[src/rtl/md_pkg.sv]
// Shared MD datapath types: force tuples, particle/cell ids and the writeback record.
// Widths are kept modest so the writeback record fits in one bus beat.
package md_pkg;

    localparam int DATA_WIDTH        = 32;
    localparam int CELL_COORD_WIDTH  = 3;
    localparam int PARTICLE_ID_WIDTH = 8;

    typedef struct packed {
        logic [CELL_COORD_WIDTH-1:0] x;
        logic [CELL_COORD_WIDTH-1:0] y;
        logic [CELL_COORD_WIDTH-1:0] z;
    } full_cell_id_t;

    typedef struct packed {
        full_cell_id_t                cell_id;
        logic [PARTICLE_ID_WIDTH-1:0] particle_id;
    } full_id_t;

    typedef struct packed {
        logic [DATA_WIDTH-1:0] z;
        logic [DATA_WIDTH-1:0] y;
        logic [DATA_WIDTH-1:0] x;
    } data_tuple_t;

    typedef struct packed {
        full_id_t              id;
        logic [DATA_WIDTH-1:0] z;
        logic [DATA_WIDTH-1:0] y;
        logic [DATA_WIDTH-1:0] x;
    } force_wb_t;

endpackage

[src/rtl/force_wb_distributor_fifo.sv]
// Neighbor-force FIFO (power-of-2 depth); a push into a full FIFO succeeds only with a same-cycle pop.
module nb_force_fifo
    import md_pkg::*;
#(
    parameter int DEPTH = 4
) (
    input  logic      clk,
    input  logic      rst_n,
    input  logic      push_i,
    input  force_wb_t data_i,
    input  logic      pop_i,
    output force_wb_t data_o,
    output logic      full_o,
    output logic      empty_o
);
    localparam int AW = $clog2(DEPTH);

    logic [AW:0] wr_ptr_q, wr_ptr_d;
    logic [AW:0] rd_ptr_q, rd_ptr_d;
    force_wb_t   mem_q [DEPTH];
    logic        do_push, do_pop;

    // The extra pointer bit distinguishes full from empty when the indices coincide.
    assign empty_o  = (wr_ptr_q == rd_ptr_q);
    assign full_o   = (wr_ptr_q[AW] != rd_ptr_q[AW]) && (wr_ptr_q[AW-1:0] == rd_ptr_q[AW-1:0]);
    assign do_pop   = pop_i && !empty_o;
    assign do_push  = push_i && (!full_o || do_pop);
    assign wr_ptr_d = do_push ? wr_ptr_q + 1'b1 : wr_ptr_q;
    assign rd_ptr_d = do_pop  ? rd_ptr_q + 1'b1 : rd_ptr_q;
    assign data_o   = mem_q[rd_ptr_q[AW-1:0]];

    always_ff @(posedge clk or negedge rst_n) begin
        if (!rst_n) begin
            wr_ptr_q <= '0;
            rd_ptr_q <= '0;
        end else begin
            wr_ptr_q <= wr_ptr_d;
            rd_ptr_q <= rd_ptr_d;
        end
    end

    always_ff @(posedge clk) begin
        if (do_push) mem_q[wr_ptr_q[AW-1:0]] <= data_i;
    end

endmodule

[src/rtl/force_wb_distributor.sv]
// Streams neighbor forces to the writeback bus and, on request, drains the per-phase reference slots.
// Reference writeback starts only after WAIT_CYCLES consecutive cycles with no neighbor traffic.
module force_wb_distributor
    import md_pkg::*;
#(
    parameter int NUM_FILTER    = 7,
    parameter int NUM_PHASES    = 2,
    parameter int WAIT_CYCLES   = 5,
    parameter int NB_FIFO_DEPTH = 4
) (
    input  logic                  clk,
    input  logic                  rst_n,
    input  logic                  start_wb,
    input  data_tuple_t           ref_force       [NUM_FILTER],
    input  full_id_t              ref_id          [NUM_FILTER],
    input  logic [NUM_FILTER-1:0] ref_force_valid,
    input  full_cell_id_t         phase_cell_id   [NUM_PHASES][NUM_FILTER],
    input  data_tuple_t           force_in,
    input  full_id_t              nb_id,
    input  logic                  force_valid,
    input  logic                  ready,
    output force_wb_t             wb_out,
    output logic                  wb_valid,
    output logic                  all_ref_wb_issued,
    output logic                  err_nb_overflow,
    output logic                  err_ref_lost,
    output logic                  err_no_phase
);
    localparam int NUM_SLOTS = NUM_FILTER * NUM_PHASES;
    localparam int CNT_W     = $clog2(WAIT_CYCLES + 1);
    localparam int PTR_W     = (NUM_SLOTS > 1) ? $clog2(NUM_SLOTS) : 1;

    typedef enum logic [1:0] {ST_ACTIVE, ST_WAIT, ST_WB_REF} wb_state_e;

    wb_state_e            state_q, state_d;
    logic [CNT_W-1:0]     quiet_cnt_q, quiet_cnt_d;
    logic [PTR_W-1:0]     slot_ptr_q, slot_ptr_d;
    logic [NUM_SLOTS-1:0] slot_vld_q, slot_vld_d;
    force_wb_t            slot_q [NUM_SLOTS];
    logic                 pulse_q, pulse_d;
    logic                 err_nb_q, err_nb_d;
    logic                 err_lost_q, err_lost_d;
    logic                 err_phase_q, err_phase_d;

    logic [NUM_SLOTS-1:0] slot_we;
    logic                 miss_any;
    logic                 capture_en, quiet, slot_last, slot_advance, ref_done, fifo_pop;
    logic                 fifo_full, fifo_empty;
    force_wb_t            fifo_head, nb_entry;

    assign nb_entry  = '{id: nb_id, z: force_in.z, y: force_in.y, x: force_in.x};
    assign quiet     = !force_valid && fifo_empty;
    assign slot_last = (slot_ptr_q == PTR_W'(NUM_SLOTS - 1));

    nb_force_fifo #(
        .DEPTH (NB_FIFO_DEPTH)
    ) u_nb_fifo (
        .clk     (clk),
        .rst_n   (rst_n),
        .push_i  (force_valid),
        .data_i  (nb_entry),
        .pop_i   (fifo_pop),
        .data_o  (fifo_head),
        .full_o  (fifo_full),
        .empty_o (fifo_empty)
    );

    // Each channel lands in the slot of the lowest phase whose cell id matches.
    always_comb begin
        slot_we  = '0;
        miss_any = 1'b0;
        for (int i = 0; i < NUM_FILTER; i++) begin : chan_scan
            logic hit;
            hit = 1'b0;
            for (int p = 0; p < NUM_PHASES; p++) begin
                if (capture_en && ref_force_valid[i] && !hit &&
                    ref_id[i].cell_id == phase_cell_id[p][i]) begin
                    slot_we[p*NUM_FILTER + i] = 1'b1;
                    hit = 1'b1;
                end
            end
            if (capture_en && ref_force_valid[i] && !hit) miss_any = 1'b1;
        end
    end

    always_ff @(posedge clk or negedge rst_n) begin
        if (!rst_n) state_q <= ST_ACTIVE;
        else        state_q <= state_d;
    end

    // A start request landing on the completion-pulse cycle is deliberately dropped.
    always_comb begin
        state_d = state_q;
        case (state_q)
            ST_ACTIVE: if (start_wb && !pulse_q) state_d = ST_WAIT;
            ST_WAIT:   if (quiet && quiet_cnt_q == CNT_W'(WAIT_CYCLES - 1)) state_d = ST_WB_REF;
            ST_WB_REF: if (ref_done) state_d = ST_ACTIVE;
            default:   state_d = ST_ACTIVE;
        endcase
    end

    // During reference writeback the FIFO is held back so slots own the bus.
    always_comb begin
        capture_en   = 1'b1;
        slot_advance = 1'b0;
        ref_done     = 1'b0;
        fifo_pop     = 1'b0;
        wb_valid     = !fifo_empty;
        wb_out       = fifo_head;
        case (state_q)
            ST_WB_REF: begin
                capture_en   = 1'b0;
                wb_valid     = slot_vld_q[slot_ptr_q];
                wb_out       = slot_q[slot_ptr_q];
                slot_advance = !slot_vld_q[slot_ptr_q] || ready;
                ref_done     = slot_advance && slot_last;
            end
            default: fifo_pop = !fifo_empty && ready;
        endcase
    end

    always_comb begin
        quiet_cnt_d = quiet_cnt_q;
        slot_ptr_d  = slot_ptr_q;
        slot_vld_d  = slot_vld_q | slot_we;
        pulse_d     = ref_done;
        err_nb_d    = err_nb_q | (force_valid && fifo_full && !fifo_pop);
        err_lost_d  = err_lost_q | ((state_q == ST_WB_REF) && (|ref_force_valid));
        err_phase_d = err_phase_q | miss_any;
        if (state_q == ST_ACTIVE && state_d == ST_WAIT) begin
            quiet_cnt_d = '0;
        end else if (state_q == ST_WAIT) begin
            quiet_cnt_d = quiet ? quiet_cnt_q + 1'b1 : '0;
        end
        if (state_q == ST_WAIT && state_d == ST_WB_REF) begin
            slot_ptr_d = '0;
        end else if (slot_advance) begin
            slot_ptr_d = slot_last ? '0 : slot_ptr_q + 1'b1;
        end
        if (ref_done) slot_vld_d = '0;
    end

    always_ff @(posedge clk or negedge rst_n) begin
        if (!rst_n) begin
            quiet_cnt_q <= '0;
            slot_ptr_q  <= '0;
            slot_vld_q  <= '0;
            pulse_q     <= 1'b0;
            err_nb_q    <= 1'b0;
            err_lost_q  <= 1'b0;
            err_phase_q <= 1'b0;
        end else begin
            quiet_cnt_q <= quiet_cnt_d;
            slot_ptr_q  <= slot_ptr_d;
            slot_vld_q  <= slot_vld_d;
            pulse_q     <= pulse_d;
            err_nb_q    <= err_nb_d;
            err_lost_q  <= err_lost_d;
            err_phase_q <= err_phase_d;
        end
    end

    always_ff @(posedge clk) begin
        for (int s = 0; s < NUM_SLOTS; s++) begin
            if (slot_we[s]) begin
                slot_q[s] <= '{id: ref_id[s % NUM_FILTER],
                               z:  ref_force[s % NUM_FILTER].z,
                               y:  ref_force[s % NUM_FILTER].y,
                               x:  ref_force[s % NUM_FILTER].x};
            end
        end
    end

    assign all_ref_wb_issued = pulse_q;
    assign err_nb_overflow   = err_nb_q;
    assign err_ref_lost      = err_lost_q;
    assign err_no_phase      = err_phase_q;

endmodule

[config.mk]
export PLATFORM = sky130hd
export DESIGN_NAME = force_wb_distributor
export DESIGN_NICKNAME = d
export VERILOG_FILES = /design/src/rtl/md_pkg.sv /design/src/rtl/force_wb_distributor_fifo.sv /design/src/rtl/force_wb_distributor.sv
export SDC_FILE = /design/constraint.sdc
export NUM_CORES = 2
export LEC_CHECK = 0
export BUFFER_PORTS_ARGS = -buffer_cell sky130_fd_sc_hd__buf_2
export CORE_MARGIN = 1
export CORE_UTILIZATION = 40
export DETAILED_ROUTE_END_ITERATION = 8
export GPL_TIMING_DRIVEN = 0
export PLACE_DENSITY = 0.58
export REMOVE_ABC_BUFFERS = 1
export SLEW_MARGIN = 10
export SYNTH_ARGS = -nofsm -noshare
export SYNTH_HDL_FRONTEND = slang
export SYNTH_SLANG_ARGS = --single-unit
[constraint.sdc]
create_clock -name clk -period 10.6 [get_ports clk]
set_input_delay 1.59 -clock clk [delete_from_list [all_inputs] [get_ports clk]]
set_output_delay 1.59 -clock clk [all_outputs]
set_load 0.01 [all_outputs]
==> results.sh <==
export IMPL_power_mw=19.6
export IMPL_seq_area_frac_synth_pct=76.8
export IMPL_final_antenna_net_count=0
export IMPL_dr_pass1_iters=7
export IMPL_fin_util_pct=49.9
export IMPL_r2r_cells=9
export IMPL_syn2layout_area_growth_pct=23.8
export IMPL_routed_wl_um=266000
export IMPL_dp_hpwl_um=193000
export IMPL_antenna_found_initial=193
export IMPL_synth_edf_count=2034
export IMPL_holdPathEnd="slot_vld_q[9]"
export IMPL_numCtsBuffers=213
export IMPL_grt_pass1_wl_um=363000
export IMPL_cpPeakStageDelay_ps=950
export IMPL_hold_buffers=0
export IMPL_ys_flop_type="edfxtp_1"
export IMPL_post_cts_buffers=0
export IMPL_drive_gt1_share_pct=45.5
export IMPL_outcome="finished with violations"
export IMPL_fp_dieW_um=451
export IMPL_slew_violations=0
export IMPL_crit_slowest_cell="dfrtp_4"
export IMPL_whs_ps=481
export IMPL_power_density_nw_per_um2=197
export IMPL_boundaryPins=1160
export IMPL_nFillCells=16369
export IMPL_synthesis_area_um2=80600
export IMPL_crit_top_cell="buf_16"
export IMPL_rows=164
export IMPL_layout_min_cycle_time_ps=5720
export IMPL_min_from="slot_vld_q[9]"
export IMPL_synth_cell_type_count=45
export IMPL_grt_max_degree=49
export IMPL_slew_headroom_pct=24.3
export IMPL_fin_nets=6062
export IMPL_hold_depth=1
export IMPL_grt_overflow_total=0
export IMPL_crit_required_ps=9010
export IMPL_rsz0062_at_grt="no"
export IMPL_drc_errors=270
export IMPL_path_delay_family="buffers and inverters"
export IMPL_port_buffers=1159
export IMPL_async_flop_share_pct=1.60
export IMPL_die_area_um2=203000
export IMPL_htree_levels=4
export IMPL_arrival_ps=4130
export IMPL_placed_cells_incl_taps=7452
export IMPL_worstSetupEndpointType="output port"
export IMPL_cts_tree="built"
export IMPL_r2r_start="state_q[0]"
export IMPL_coreArea_um2=200000
export IMPL_viasPerCell=5.58
export IMPL_peakVddDrop_v=0.000160
export IMPL_die_height_um=451
export IMPL_grt_use_total_pct=26.0
export IMPL_clk_pin_slew_ps=60
export IMPL_setup_viol=0
export IMPL_gp_congestion=0.960
export IMPL_syn_avg_cell_area_um2=22.5
export IMPL_root_buffer="clkbuf_16"
export IMPL_fmax_mhz=175
export IMPL_cts_resized_gates=0
export IMPL_hold_class="register to register"
export IMPL_r2r_end="slot_q[9][5]"
export IMPL_violations="design-rule violations"
export IMPL_reg2reg_setup_slack_ps=6870
export IMPL_startpoint_type="register"
export IMPL_cts_sinks=2067
export IMPL_cts_buffer_depth=3
export IMPL_path_max_fanout=39
export IMPL_wl_per_cell_um=33.5
export IMPL_tightest_slew_ps=1130
export IMPL_finalCritPeriodShare_pct=54.0
export IMPL_clock_latency_ps=900
export IMPL_drt_iter0_drc=4705
export IMPL_ys_seq_elements=2067
export IMPL_mostFrequentLayoutCell="edfxtp_1"
export IMPL_critPathKind="register to output port"
export IMPL_syn_inst=3575
export IMPL_via_count=44343
export IMPL_finalHoldViolCount=0
export IMPL_final_cell_mix="edfxtp_1, buf_2, mux4_2"
export IMPL_p_leak_nw=33.8
export IMPL_fin_skew_ps=78.9
export IMPL_crit_chain="buf_16, buf_16, buf_16, mux4_2, mux4_2, nand2_1, nand2_1, buf_2"
export IMPL_cap_violations=0
export IMPL_grt_pass1_vias=45394
export IMPL_yosysWarnings=0
export IMPL_instances_no_fill=7952
export IMPL_start_util_pct=40.3
export IMPL_cp_num_buf_inv=4
-- cell usage after synthesis (all sizes together) (3+ instances only) --
master,number,area [um2]
edfxtp,2034,61100
mux4,570,12800
nand2,351,1320
mux2,114,1280
xor2,114,998
buf,97,701
clkbuf,75,282
dfrtp,33,826
nor3,21,105
xnor2,19,166
nor4,16,100
nor2,15,56.3
o21a,14,105
and3,13,81.3
nand4,11,68.8
inv,10,37.5
ha,9,113
a21oi,7,35.0
a31oi,7,43.8
o21ai,6,30.0
and2,4,25.0
mux2i,4,40.0
a22oi,3,22.5
nor2b,3,18.8
o21bai,3,22.5
or4,3,22.5
-- layout make-up --
class | instances | area (um2) | share of cell area, %
sequential | 2067 | 61900 | 62.1
multi-input combinational | 1326 | 17800 | 17.8
tap | 2656 | 3320 | 3.33
timing repair buffer | 1393 | 9440 | 9.46
antenna | 112 | 280 | 0.281
clock buffer | 266 | 5640 | 5.66
inverter | 10 | 37.5 | 0.0376
clock inverter | 122 | 1300 | 1.30
-- logic make-up (layout without fill, tap and decap cells) --
group,count (synthesis),after routing,share of synthesized area (%)
buffers and inverters,182,1791,1.27
DFF,2067,2067,76.8
and+or+nand+nor,447,447,2.32
adders and majority gates,9,9,0.140
AOI/OAI and AO/OA,49,49,0.422
xor gates and xnor gates,133,133,1.45
other,0,112,0
muxes,688,688,17.6
-- power breakdown --
part / switching [mW] / leakage, nW / total (mW) / internal (mW)
sequential: 0.146 / 18.8 / 9.54 / 9.40
combinational: 1.57 / 11.7 / 2.66 / 1.09
clock: 3.23 / 3.37 / 7.42 / 4.19
total: 4.95 / 33.8 / 19.6 / 14.7
-- metrics by stage --
stage | setup WS (ps) | area, um2 | TNS, ps
2_1_floorplan | -9190 | 79600 | -1689070
3_3_place_gp | -21620 | 88700 | -
3_5_place_dp | 5100 | 92500 | 0
4_1_cts | 4740 | 99400 | 0
5_1_grt | 4600 | 99600 | 0
6_report | 4880 | 99700 | 0
-- how the worst max path moves through the flow --
| stage | start | endpoint | slack, ps | cells after the start |
|---|---|---|---|---|
| 2_1_floorplan | slot_ptr_q[0] | wb_valid | -9190 | 4 |
| 6_report | slot_ptr_q[0] | wb_out[13] | 4880 | 8 |
| 3_5_place_dp | ref_id[76] | slot_q[9][37] | 5100 | 11 |
| 5_1_grt | slot_ptr_q[0] | wb_out[43] | 4600 | 8 |
| 3_3_place_gp | state_q[0] | slot_q[9][37] | -21620 | 3 |
| 4_1_cts | slot_ptr_q[0] | wb_out[1] | 4740 | 8 |
-- per-layer routing --
metal	track usage [%]	vias to the layer above	wire length, um
li1	-	17911	-
met1	31.6	23367	97300
met2	44.0	2352	136000
met3	5.25	665	19000
met4	12.9	48	13900
met5	0	-	309
-- state kept, by name (all words and copies together), names as in the netlist, 2 cells and up --
| name | count |
|---|---|
| u_nb_fifo.rd_ptr_q | 3 |
| state_q | 2 |
| u_nb_fifo.mem_q | 452 |
| slot_q | 1582 |
| u_nb_fifo.wr_ptr_q | 3 |
| quiet_cnt_q | 3 |
| slot_vld_q | 14 |
| slot_ptr_q | 4 |
(Power assumes the default switching activity.)
